$ cat src/rtl/arashi_pkg.sv
// Shared types and sizing helpers for the arashi multi-thread write cache.
package arashi_pkg;

    typedef enum logic {
        ARB_RR    = 1'b0,
        ARB_FIXED = 1'b1
    } arb_mode_e;

    localparam int THREAD_NUM_WIDTH_MIN = 1;
    localparam int THREAD_NUM_WIDTH_MAX = 4;
    localparam int DEPTH_WIDTH_MIN      = 1;
    localparam int DEPTH_WIDTH_MAX      = 6;

    function automatic int pow2(input int w);
        return 1 << w;
    endfunction

endpackage

$ cat src/rtl/arashi_fifo.sv
// Per-thread synchronous FIFO. full/empty are registered; empty deliberately lags pushes by
// one edge so a freshly written word becomes a grant candidate only on the following cycle.
module arashi_fifo
    import arashi_pkg::*;
#(
    parameter int DATA_WIDTH  = 32,
    parameter int DEPTH_WIDTH = 2
) (
    input  logic                  clk,
    input  logic                  rstn,
    input  logic                  push,
    input  logic                  pop,
    input  logic [DATA_WIDTH-1:0] din,
    output logic [DATA_WIDTH-1:0] dout,
    output logic                  full,
    output logic                  empty
);

    localparam int DEPTH = pow2(DEPTH_WIDTH);

    typedef logic [DEPTH_WIDTH:0] ptr_t;

    ptr_t wr_ptr_q, wr_ptr_d;
    ptr_t rd_ptr_q, rd_ptr_d;
    ptr_t occ_cur, occ_next;
    logic full_q, full_d;
    logic avail_q, avail_d;

    logic [DATA_WIDTH-1:0] mem_q [DEPTH];

    always_comb begin
        wr_ptr_d = wr_ptr_q;
        rd_ptr_d = rd_ptr_q;
        if (push) begin
            wr_ptr_d = wr_ptr_q + ptr_t'(1);
        end
        if (pop) begin
            rd_ptr_d = rd_ptr_q + ptr_t'(1);
        end
        occ_cur  = wr_ptr_q - rd_ptr_q;
        occ_next = wr_ptr_d - rd_ptr_d;
        full_d   = (occ_next == ptr_t'(DEPTH));
        // Availability counts only words already resident before this edge, minus this edge's pop.
        avail_d  = ((occ_cur - ptr_t'(pop)) != '0);
    end

    always_ff @(posedge clk) begin
        if (!rstn) begin
            wr_ptr_q <= '0;
            rd_ptr_q <= '0;
            full_q   <= 1'b0;
            avail_q  <= 1'b0;
        end else begin
            wr_ptr_q <= wr_ptr_d;
            rd_ptr_q <= rd_ptr_d;
            full_q   <= full_d;
            avail_q  <= avail_d;
        end
    end

    always_ff @(posedge clk) begin
        if (push) begin
            mem_q[wr_ptr_q[DEPTH_WIDTH-1:0]] <= din;
        end
    end

    assign dout  = mem_q[rd_ptr_q[DEPTH_WIDTH-1:0]];
    assign full  = full_q;
    assign empty = !avail_q;

endmodule

$ cat src/rtl/arashi_mt_cache.sv
// Multi-thread write cache: per-thread FIFOs drained one word per cycle through an arbiter
// into a valid/ready output register tagged with the source thread id.
module arashi_mt_cache
    import arashi_pkg::*;
#(
    parameter int DATA_WIDTH       = 32,
    parameter int THREAD_NUM_WIDTH = 2,
    parameter int DEPTH_WIDTH      = 2,
    parameter int ARB_MODE         = 0,
    localparam int THREAD_NUM      = 1 << THREAD_NUM_WIDTH
) (
    input  logic                             clk,
    input  logic                             rstn,
    input  logic [THREAD_NUM-1:0]            w_ena,
    input  logic [DATA_WIDTH*THREAD_NUM-1:0] data_in,
    output logic [THREAD_NUM-1:0]            full,
    output logic [THREAD_NUM-1:0]            avail,
    output logic [THREAD_NUM-1:0]            ovf,
    input  logic [THREAD_NUM-1:0]            ovf_clr,
    output logic                             out_valid,
    input  logic                             out_ready,
    output logic [DATA_WIDTH-1:0]            out_data,
    output logic [THREAD_NUM_WIDTH-1:0]      out_tid
);

    generate
        if (THREAD_NUM_WIDTH < THREAD_NUM_WIDTH_MIN || THREAD_NUM_WIDTH > THREAD_NUM_WIDTH_MAX) begin : g_bad_tnw
            $error("arashi_mt_cache: THREAD_NUM_WIDTH must be in 1..4");
        end
        if (DEPTH_WIDTH < DEPTH_WIDTH_MIN || DEPTH_WIDTH > DEPTH_WIDTH_MAX) begin : g_bad_depth
            $error("arashi_mt_cache: DEPTH_WIDTH must be in 1..6");
        end
        if (ARB_MODE != int'(ARB_RR) && ARB_MODE != int'(ARB_FIXED)) begin : g_bad_arb
            $error("arashi_mt_cache: ARB_MODE must be 0 or 1");
        end
    endgenerate

    logic [THREAD_NUM-1:0]       fifo_full;
    logic [THREAD_NUM-1:0]       fifo_empty;
    logic [THREAD_NUM-1:0]       avail_vec;
    logic [THREAD_NUM-1:0]       push;
    logic [THREAD_NUM-1:0]       pop;
    logic [DATA_WIDTH-1:0]       head [THREAD_NUM];

    logic [THREAD_NUM_WIDTH-1:0] rr_ptr_q, rr_ptr_d;
    logic [THREAD_NUM_WIDTH-1:0] rr_idx;
    logic [THREAD_NUM_WIDTH-1:0] rr_grant;
    logic [THREAD_NUM_WIDTH-1:0] fix_grant;
    logic [THREAD_NUM_WIDTH-1:0] grant;
    logic                        rr_found;
    logic                        fix_found;
    logic                        any_avail;
    logic                        load;
    logic                        grant_fire;

    logic                        out_valid_q, out_valid_d;
    logic [DATA_WIDTH-1:0]       out_data_q, out_data_d;
    logic [THREAD_NUM_WIDTH-1:0] out_tid_q, out_tid_d;
    logic [THREAD_NUM-1:0]       ovf_q, ovf_d;

    generate
        for (genvar i = 0; i < THREAD_NUM; i++) begin : g_fifo
            arashi_fifo #(
                .DATA_WIDTH (DATA_WIDTH),
                .DEPTH_WIDTH(DEPTH_WIDTH)
            ) u_fifo (
                .clk  (clk),
                .rstn (rstn),
                .push (push[i]),
                .pop  (pop[i]),
                .din  (data_in[i*DATA_WIDTH +: DATA_WIDTH]),
                .dout (head[i]),
                .full (fifo_full[i]),
                .empty(fifo_empty[i])
            );
        end
    endgenerate

    assign avail_vec = ~fifo_empty;

    // A push against the registered full flag is dropped even if that FIFO pops this cycle.
    always_comb begin
        push  = w_ena & ~fifo_full;
        ovf_d = (ovf_q & ~ovf_clr) | (w_ena & fifo_full);
    end

    always_comb begin
        rr_idx    = rr_ptr_q;
        rr_grant  = rr_ptr_q;
        rr_found  = 1'b0;
        for (int k = 1; k <= THREAD_NUM; k++) begin
            rr_idx = rr_ptr_q + THREAD_NUM_WIDTH'(k);
            if (!rr_found && avail_vec[rr_idx]) begin
                rr_grant = rr_idx;
                rr_found = 1'b1;
            end
        end

        fix_grant = '0;
        fix_found = 1'b0;
        for (int k = 0; k < THREAD_NUM; k++) begin
            if (!fix_found && avail_vec[k]) begin
                fix_grant = THREAD_NUM_WIDTH'(k);
                fix_found = 1'b1;
            end
        end

        grant      = (ARB_MODE == int'(ARB_FIXED)) ? fix_grant : rr_grant;
        any_avail  = |avail_vec;
        load       = !out_valid_q || out_ready;
        grant_fire = load && any_avail;

        pop = '0;
        if (grant_fire) begin
            pop[grant] = 1'b1;
        end
    end

    always_comb begin
        out_valid_d = out_valid_q;
        out_data_d  = out_data_q;
        out_tid_d   = out_tid_q;
        rr_ptr_d    = rr_ptr_q;
        if (load) begin
            out_valid_d = any_avail;
            if (any_avail) begin
                out_data_d = head[grant];
                out_tid_d  = grant;
                rr_ptr_d   = grant;
            end
        end
    end

    // Pointer resets to the last thread so thread 0 is the first round-robin candidate.
    always_ff @(posedge clk) begin
        if (!rstn) begin
            rr_ptr_q    <= '1;
            out_valid_q <= 1'b0;
            out_data_q  <= '0;
            out_tid_q   <= '0;
            ovf_q       <= '0;
        end else begin
            rr_ptr_q    <= rr_ptr_d;
            out_valid_q <= out_valid_d;
            out_data_q  <= out_data_d;
            out_tid_q   <= out_tid_d;
            ovf_q       <= ovf_d;
        end
    end

    assign full      = fifo_full;
    assign avail     = avail_vec;
    assign ovf       = ovf_q;
    assign out_valid = out_valid_q;
    assign out_data  = out_data_q;
    assign out_tid   = out_tid_q;

endmodule

$ cat config.mk
export PLATFORM = sky130hd
export DESIGN_NAME = arashi_mt_cache
export DESIGN_NICKNAME = d
export VERILOG_FILES = /design/src/rtl/arashi_pkg.sv /design/src/rtl/arashi_fifo.sv /design/src/rtl/arashi_mt_cache.sv
export SDC_FILE = /design/constraint.sdc
export NUM_CORES = 1
export LEC_CHECK = 0
export ABC_AREA = 1
export BUFFER_PORTS_ARGS = -buffer_cell sky130_fd_sc_hd__buf_2
export CELL_PAD_IN_SITES_DETAIL_PLACEMENT = 0
export CELL_PAD_IN_SITES_GLOBAL_PLACEMENT = 1
export CORE_MARGIN = 3
export CORE_UTILIZATION = 35
export CTS_BUF_LIST = sky130_fd_sc_hd__clkbuf_4 sky130_fd_sc_hd__clkbuf_8
export DETAILED_ROUTE_END_ITERATION = 8
export PLACE_DENSITY = 0.66
export SLEW_MARGIN = 10
export SYNTH_ARGS = -nofsm -noshare
export SYNTH_HDL_FRONTEND = slang
export SYNTH_SLANG_ARGS = --single-unit
$ cat constraint.sdc
create_clock -name clk -period 4.73 [get_ports clk]
set_clock_uncertainty 0.05 [all_clocks]
set_input_delay 0.946 -clock clk [delete_from_list [all_inputs] [get_ports clk]]
set_output_delay 0.946 -clock clk [all_outputs]
set_load 0.02 [all_outputs]
Word-level counts from Yosys, hierarchy flattened
Memories as Yosys holds them, arrays and structs flattened. A register that Yosys moved wholly into a read port is not among the register bits.
Cells that the tools add are included.
{"block": "op_classes", "addsub": 23, "order_cmp": 7, "n_eq_ne": 4, "mux": 41, "bitwise_logic": 8, "n_reduce_logical": 20}
{"operator": "32-bit binary-select mux with 2-bit select", "n": 1}
{"operator": "32-bit 2-to-1 mux", "n": 2}
{"operator": "3-bit by 1-bit adder with 3-bit output, second input constant", "n": 8}
{"operator": "3-bit 2-to-1 mux", "n": 8}
{"operator": "3-bit subtractor", "n": 8}
{"operator": "1-bit 2-to-1 mux", "n": 16}
{"operator": "2-bit 2-to-1 mux", "n": 8}
{"operator": "2-bit by 3-bit < comparator with 1-bit output, second input constant", "n": 5}
{"operator": "4-bit AND", "n": 3}
{"operator": "3-bit equality test, second input constant", "n": 4}
{"operator": "4-bit NOT", "n": 3}
{"operator": "3-bit nonzero test", "n": 4}
{"operator": "3-bit by 1-bit subtractor with 3-bit output", "n": 4}
{"operator": "1-bit binary-select mux with 2-bit select", "n": 4}
{"operator": "1-bit zero test", "n": 8}
{"operator": "1-bit logical AND", "n": 5}
{"operator": "2-bit adder, second input constant", "n": 2}
{"operator": "4-bit 2-to-1 mux", "n": 1}
{"operator": "4-bit OR", "n": 1}
{"operator": "4-bit OR reduction", "n": 1}
{"operator": "3-bit >= comparator, second input constant", "n": 1}
{"operator": "2-bit NOT with 3-bit output", "n": 1}
{"operator": "2-bit by 1-bit adder with 2-bit output, second input constant", "n": 1}
{"operator": "1-bit demux with 2-bit select", "n": 1}
{"operator": "3 further kinds", "n": 3}
{"block": "word_totals", "reg_bits": 73, "mem_bits_rw": 512, "inputBits": 139, "wordCells": 128, "n_memories": 4}
{"name": "g_fifo[0].u_fifo.mem_q", "depth": 4, "word_bits": 32, "read_ports": 1, "rd_ports_with_merged_regs": 1, "write_ports": 1, "line_no": "arashi_fifo.sv:29", "text": "logic [DATA_WIDTH-1:0] mem_q [DEPTH];"}
{"name": "g_fifo[1].u_fifo.mem_q", "depth": 4, "word_bits": 32, "read_ports": 1, "rd_ports_with_merged_regs": 1, "write_ports": 1, "line_no": "arashi_fifo.sv:29"}
{"name": "g_fifo[2].u_fifo.mem_q", "depth": 4, "word_bits": 32, "read_ports": 1, "rd_ports_with_merged_regs": 1, "write_ports": 1, "line_no": "arashi_fifo.sv:29"}
{"name": "g_fifo[3].u_fifo.mem_q", "depth": 4, "word_bits": 32, "read_ports": 1, "rd_ports_with_merged_regs": 1, "write_ports": 1, "line_no": "arashi_fifo.sv:29"}

Logic depth before layout (Yosys ltp)
{"block": "depth", "depth_word": 22, "ltp_mapped": 24}

Modules after synthesis
A second synthesis with hierarchy kept.
{"block": "unflattened", "cells_unflattened": 2199, "area_unflattened_um2": 24995.2}
{"mod": "arashi_fifo at g_fifo[0].u_fifo ...", "instances": 2, "cells_per_inst": 392, "area_each_um2": 5341.4, "seq_area_each_um2": 4003.8}
{"mod": "arashi_fifo at g_fifo[1].u_fifo", "instances": 1, "cells_per_inst": 391, "area_each_um2": 5337.6, "seq_area_each_um2": 4003.8}
{"mod": "arashi_fifo at g_fifo[3].u_fifo", "instances": 1, "cells_per_inst": 389, "area_each_um2": 5330.1, "seq_area_each_um2": 4003.8}
{"mod": "arashi_mt_cache", "instances": 1, "cells_per_inst": 635, "area_each_um2": 3644.7, "seq_area_each_um2": 820.8}

Worst setup path before layout
Ideal clock, no wire load.
{"block": "synth_timing", "path_kind": "input port to flip-flop", "start": "input port out_ready", "end": "register g_fifo[3].u_fifo.avail_q", "arrival_time_ns": 3.441, "t_required_ns": 4.565, "setup_slack_ns": 1.124, "path_stages": 15, "path_buffers": 0, "path_cell_list": "nor2_1 -> a21oi_1 -> inv_1 -> nor2_4 -> nand2_2 -> inv_1 -> fa_1 -> ha_1 -> or2_2 -> fa_1 -> xor2_1 -> nand2_1 -> nand2_1 -> o21ai_0 -> inv_1"}
{"block": "synth_via", "elab_chain_len": 5}
{"element": "start, declared", "line_no": "arashi_mt_cache.sv:21", "text": "input logic out_ready,"}
{"element": "1-bit logical OR", "line_no": "arashi_mt_cache.sv:110", "text": "load = !out_valid_q || out_ready;"}
{"element": "1-bit logical AND", "line_no": "arashi_mt_cache.sv:111", "text": "grant_fire = load && any_avail;"}
{"element": "4-bit 2-to-1 mux", "line_no": "arashi_mt_cache.sv:114", "text": "if (grant_fire) begin"}
{"element": "3-bit by 1-bit subtractor with 3-bit output", "line_no": "arashi_fifo.sv:44", "text": "avail_d = ((occ_cur - ptr_t'(pop)) != '0);"}
{"element": "3-bit nonzero test", "line_no": "arashi_fifo.sv:44"}
{"element": "end signal, assigned", "line_no": "arashi_fifo.sv:57", "text": "avail_q <= avail_d;"}
{"element": "end, declared", "line_no": "arashi_fifo.sv:27", "text": "logic avail_q, avail_d;"}
No other way between the ends.
A chain may end at the register's enable or synchronous reset.

Worst setup path in the final report
{"block": "layout_timing", "start": "register rr_ptr_q[0]", "end": "register g_fifo[2].u_fifo.avail_q"}
{"block": "layout_via", "elab_chain_len": 20, "elab_cells_between_ends": 32}
{"element": "start, declared", "line_no": "arashi_mt_cache.sv:45", "text": "logic [THREAD_NUM_WIDTH-1:0] rr_ptr_q, rr_ptr_d;"}
{"element": "start signal, assigned", "line_no": "arashi_mt_cache.sv:143", "text": "rr_ptr_q <= rr_ptr_d;"}
{"element": "2-bit by 1-bit adder with 2-bit output", "line_no": "arashi_mt_cache.sv:92", "text": "rr_idx = rr_ptr_q + THREAD_NUM_WIDTH'(k);"}
{"element": "1-bit binary-select mux with 2-bit select", "line_no": "arashi_mt_cache.sv:93", "text": "if (!rr_found && avail_vec[rr_idx]) begin"}
{"element": "1-bit 2-to-1 mux (not written as such)", "line_no": "arashi_mt_cache.sv:93"}
{"element": "1-bit 2-to-1 mux", "line_no": "arashi_mt_cache.sv:93"}
{"element": "1-bit zero test", "line_no": "arashi_mt_cache.sv:93"}
{"element": "1-bit logical AND", "line_no": "arashi_mt_cache.sv:93"}
{"element": "1-bit 2-to-1 mux", "line_no": "arashi_mt_cache.sv:93"}
{"element": "1-bit zero test", "line_no": "arashi_mt_cache.sv:93"}
{"element": "(+4 left out)"}
{"element": "2-bit 2-to-1 mux *", "line_no": "arashi_mt_cache.sv:93"}
{"element": "2-bit by 3-bit < comparator with 1-bit output (not written as such) / 2-bit by 1-bit >= comparator with 1-bit output (equally long branches)", "line_no": "arashi_mt_cache.sv:115", "text": "pop[grant] = 1'b1;"}
{"element": "1-bit logical AND (not written as such)", "line_no": "arashi_mt_cache.sv:115"}
{"element": "1-bit 2-to-1 mux (not written as such)", "line_no": "arashi_mt_cache.sv:115"}
{"element": "1-bit demux with 2-bit select *", "line_no": "arashi_mt_cache.sv:115"}
{"element": "4-bit 2-to-1 mux *", "line_no": "arashi_mt_cache.sv:114"}
{"element": "3-bit by 1-bit subtractor with 3-bit output *", "line_no": "arashi_fifo.sv:44"}
{"element": "3-bit nonzero test *", "line_no": "arashi_fifo.sv:44"}
{"element": "end signal, assigned", "line_no": "arashi_fifo.sv:57"}
{"element": "end, declared", "line_no": "arashi_fifo.sv:27"}
Mark *: on every way between the ends. The rest lies on a longest branch, timed or not. The select of a mux whose other input is x is not followed.

==> results.json <==
{
  "status": "finished clean",
  "gp_congestion": 0.7283,
  "finalCritPeriodShare_pct": 82.20,
  "cts.sinks": 585,
  "yosysMostFrequentCell": "nor2_1",
  "hpwl_um": 41440,
  "drt-pass1-iter-count": 5,
  "synth-edff-count": 512,
  "cts_root_buf": "clkbuf_8",
  "worstSetupPathType": "reg2reg",
  "vias": 16020,
  "tightestPinTransition_ns": 1.060,
  "io_pins": 186,
  "rows": 96,
  "finish.instance_area_um2": 28330,
  "required_ns": 5.23,
  "async_flop_share_pct": 0,
  "htreeDepth": 3,
  "max-slew-margin-rel_pct": 29.36,
  "routed_wirelength_um": 66010,
  "holdCritStartpoint": "ovf[2]",
  "area_growth_pct": 15.92,
  "yosysTopAreaCellShare_pct": 62.92,
  "startpoint": "rr_ptr_q[0]",
  "hold_viol": 0,
  "vias_per_cell": 4.766,
  "hold_path.class": "reg2reg",
  "setup_viol": 0,
  "startpoint_type": "flop",
  "insertion_delay_ns": 0.69,
  "start_util_pct": 35.50,
  "timing.rr.start": "rr_ptr_q[0]",
  "postCtsSetupBuffers": 0,
  "ant_nets": 0,
  "report.final.slew_viol_count": 0,
  "fmax_ghz": 0.2572,
  "synth_area_leaders": "edfxtp_1 63%, nor2_1 8.7%, dfxtp_1 6.0%, o21ai_0 5.5%, nand3_1 3.5%",
  "fin_util_pct": 41.16,
  "use_met3_pct": 4.806,
  "grt_use_met1_pct": 23.24,
  "grt_overflow": 0,
  "synth-seq-cells": 585,
  "grt_use_total_pct": 17.80,
  "grt_max_degree": 69,
  "drive_gt1_share_pct": 18.94,
  "synth-main-ff-cell": "edfxtp_1",
  "die_y_um": 270.2,
  "first_iter_violations": 1236,
  "dieWidth_um": 270.2,
  "die_area_um2": 73020,
  "yosysWarnings": 0,
  "first_global_vias": 15720,
  "ys_types": 33,
  "antenna_found_initial": 24,
  "ys_top_cells_by_count": "566 x nor2_1, 512 x edfxtp_1, 267 x o21ai_0, 173 x nand3_1",
  "drc": 0,
  "detail_route.wl_per_cell_um": 19.64,
  "core_um2": 68830,
  "fill_cells": 6499,
  "cts_hold_buffers": 0,
  "fin_tns_setup_ns": 0,
  "ctsResizeCount": 0,
  "placed_cell_area_um2": 26300,
  "clk_path_buf_depth": 3,
  "port_buffers": 185,
  "peakVddDrop_mv": 0.7093,
  "syn_avg_cell_area_um2": 11.41,
  "arrival_ns": 4.39,
  "crit_path_end_kind": "flop",
  "mappedNetlistArea_um2": 24440,
  "fin_crit_ns": 3.888,
  "clk_pin_slew_ns": 0.06,
  "synth_cells": 2141,
  "rsz0062_at_grt": "false",
  "drv_cap": 0,
  "top_usage_layer": "met2",
  "worst-path-max-fanout": 37,
  "fin_nets": 2527,
  "p_leak_nw": 10.68,
  "numCtsBuffers": 99,
  "seq_area_frac_synth_pct": 68.90,
  "grt_util_met2_pct": 28.50,
  "netlist.top_cell.by_area": "edfxtp_1",
  "syn-num-nets": 2328,
  "grt_pass1_wl_um": 97900,
  "tritoncts": "yes",
  "powerDensity_nw_per_um2": 648.7
}
[registers in the layout, indices dropped and copies added, names as in the netlist]
signal,count
g_fifo.u_fifo.mem_q,512
out_data,32
g_fifo.u_fifo.rd_ptr_q,12
g_fifo.u_fifo.wr_ptr_q,12
g_fifo.u_fifo.avail_q,4
g_fifo.u_fifo.full,4
ovf,4
out_tid,2
rr_ptr_q,2
out_valid,1
[cell type report]
cell class	count	area, um2	share of cell area (%)
flip-flops and latches	585	16840	59.45
repair buffers	223	1211	4.276
well taps	931	1165	4.112
clock buffers	131	1640	5.791
inverters	125	476.7	1.683
multi-input cells	1306	6610	23.33
clock inverters	48	352.8	1.246
diodes	12	30.03	0.1060
[critical path, cell delays in order, from the launching register on]
cell,delay [ns]
dfxtp_1,0.55
inv_4,0.11
nand2_1,0.10
nand2_1,0.08
nand2_2,0.11
nand2_4,0.08
inv_2,0.07
nand3_2,0.12
nand3_2,0.15
nand2_8,0.08
inv_6,0.25
nand2_2,0.14
inv_1,0.09
fa_1,0.43
ha_1,0.19
or2_2,0.28
fa_1,0.38
xor2_1,0.18
nand2_1,0.07
nand2_1,0.04
o21ai_0,0.14
inv_1,0.06
[cell usage in the layout, fill, tap and decap left out, types with 5 or more instances in the layout]
| cell type | synthesis | final |
|---|---|---|
| inv_1 | 117 | 115 |
| o211ai_2 | 30 | 30 |
| clkbuf_4 | 0 | 26 |
| xor2_1 | 16 | 16 |
| xnor2_1 | 5 | 5 |
| o21ai_0 | 267 | 267 |
| diode_2 | 0 | 12 |
| a21oi_1 | 16 | 15 |
| fa_1 | 8 | 8 |
| dfxtp_1 | 73 | 69 |
| nand3_1 | 173 | 173 |
| nand2_2 | 10 | 10 |
| edfxtp_1 | 512 | 512 |
| clkinv_2 | 0 | 11 |
| ha_1 | 40 | 40 |
| clkbuf_8 | 0 | 105 |
| nor2_4 | 2 | 6 |
| buf_4 | 13 | 38 |
| clkinv_1 | 3 | 30 |
| o22ai_1 | 32 | 32 |
| nor2_2 | 1 | 12 |
| or2_2 | 6 | 6 |
| buf_2 | 9 | 185 |
| nor2_1 | 566 | 551 |
| nand2_1 | 117 | 117 |
[layer usage]
layer  up-vias  part of all wire, %
met5         -                 0.18
met4        20                  3.0
met3       120                  7.2
met2       417                   47
met1      7637                   43
li1       7826                    -
[stage by stage]
step	hold WS, ns	total power, mW	setup slack, ns	std cells
2_1_floorplan	0.4070	11.54	1.124	2141
3_3_place_gp	0.3967	14.02	0.7977	3170
3_5_place_dp	0.3983	14.12	0.8021	3170
4_1_cts	0.3443	18.70	0.8048	3349
5_1_grt	0.3691	19.67	0.5442	3352
6_report	0.4082	18.38	0.8420	3361
[power by group]
| group | internal, mW | switching, mW | leakage, nW | total (mW) |
|---|---|---|---|---|
| sequential | 6.19 | 0.246 | 5.30 | 6.44 |
| clock | 2.49 | 2.03 | 1.04 | 4.52 |
| combinational | 2.12 | 5.29 | 4.34 | 7.42 |
| total | 10.8 | 7.57 | 10.7 | 18.4 |
[cell families (layout without fill, tap and decap cells)]
logic type      Yosys count  in the layout  share of synthesized area (%)
simple gates            882            882                          14.91
buf+inv                 250            527                          4.332
other cells               0             12                              0
xor+xnor                 21             21                         0.7527
flops                   585            585                          68.90
compound gates          355            355                          8.408
fa+ha+maj                48             48                          2.704
[final timing paths]
| path | end | slack, ns | depth (start not counted) |
|---|---|---|---|
| setup / recovery | g_fifo[2].u_fifo.avail_q | 0.84 | 21 |
| hold reg to reg | ovf[2] | 0.41 | 2 |
| hold / removal | ovf[2] | 0.41 | 2 |
| setup reg to reg | g_fifo[2].u_fifo.avail_q | 0.84 | 21 |
No activity file was read; power rests on OpenSTA's default activity.
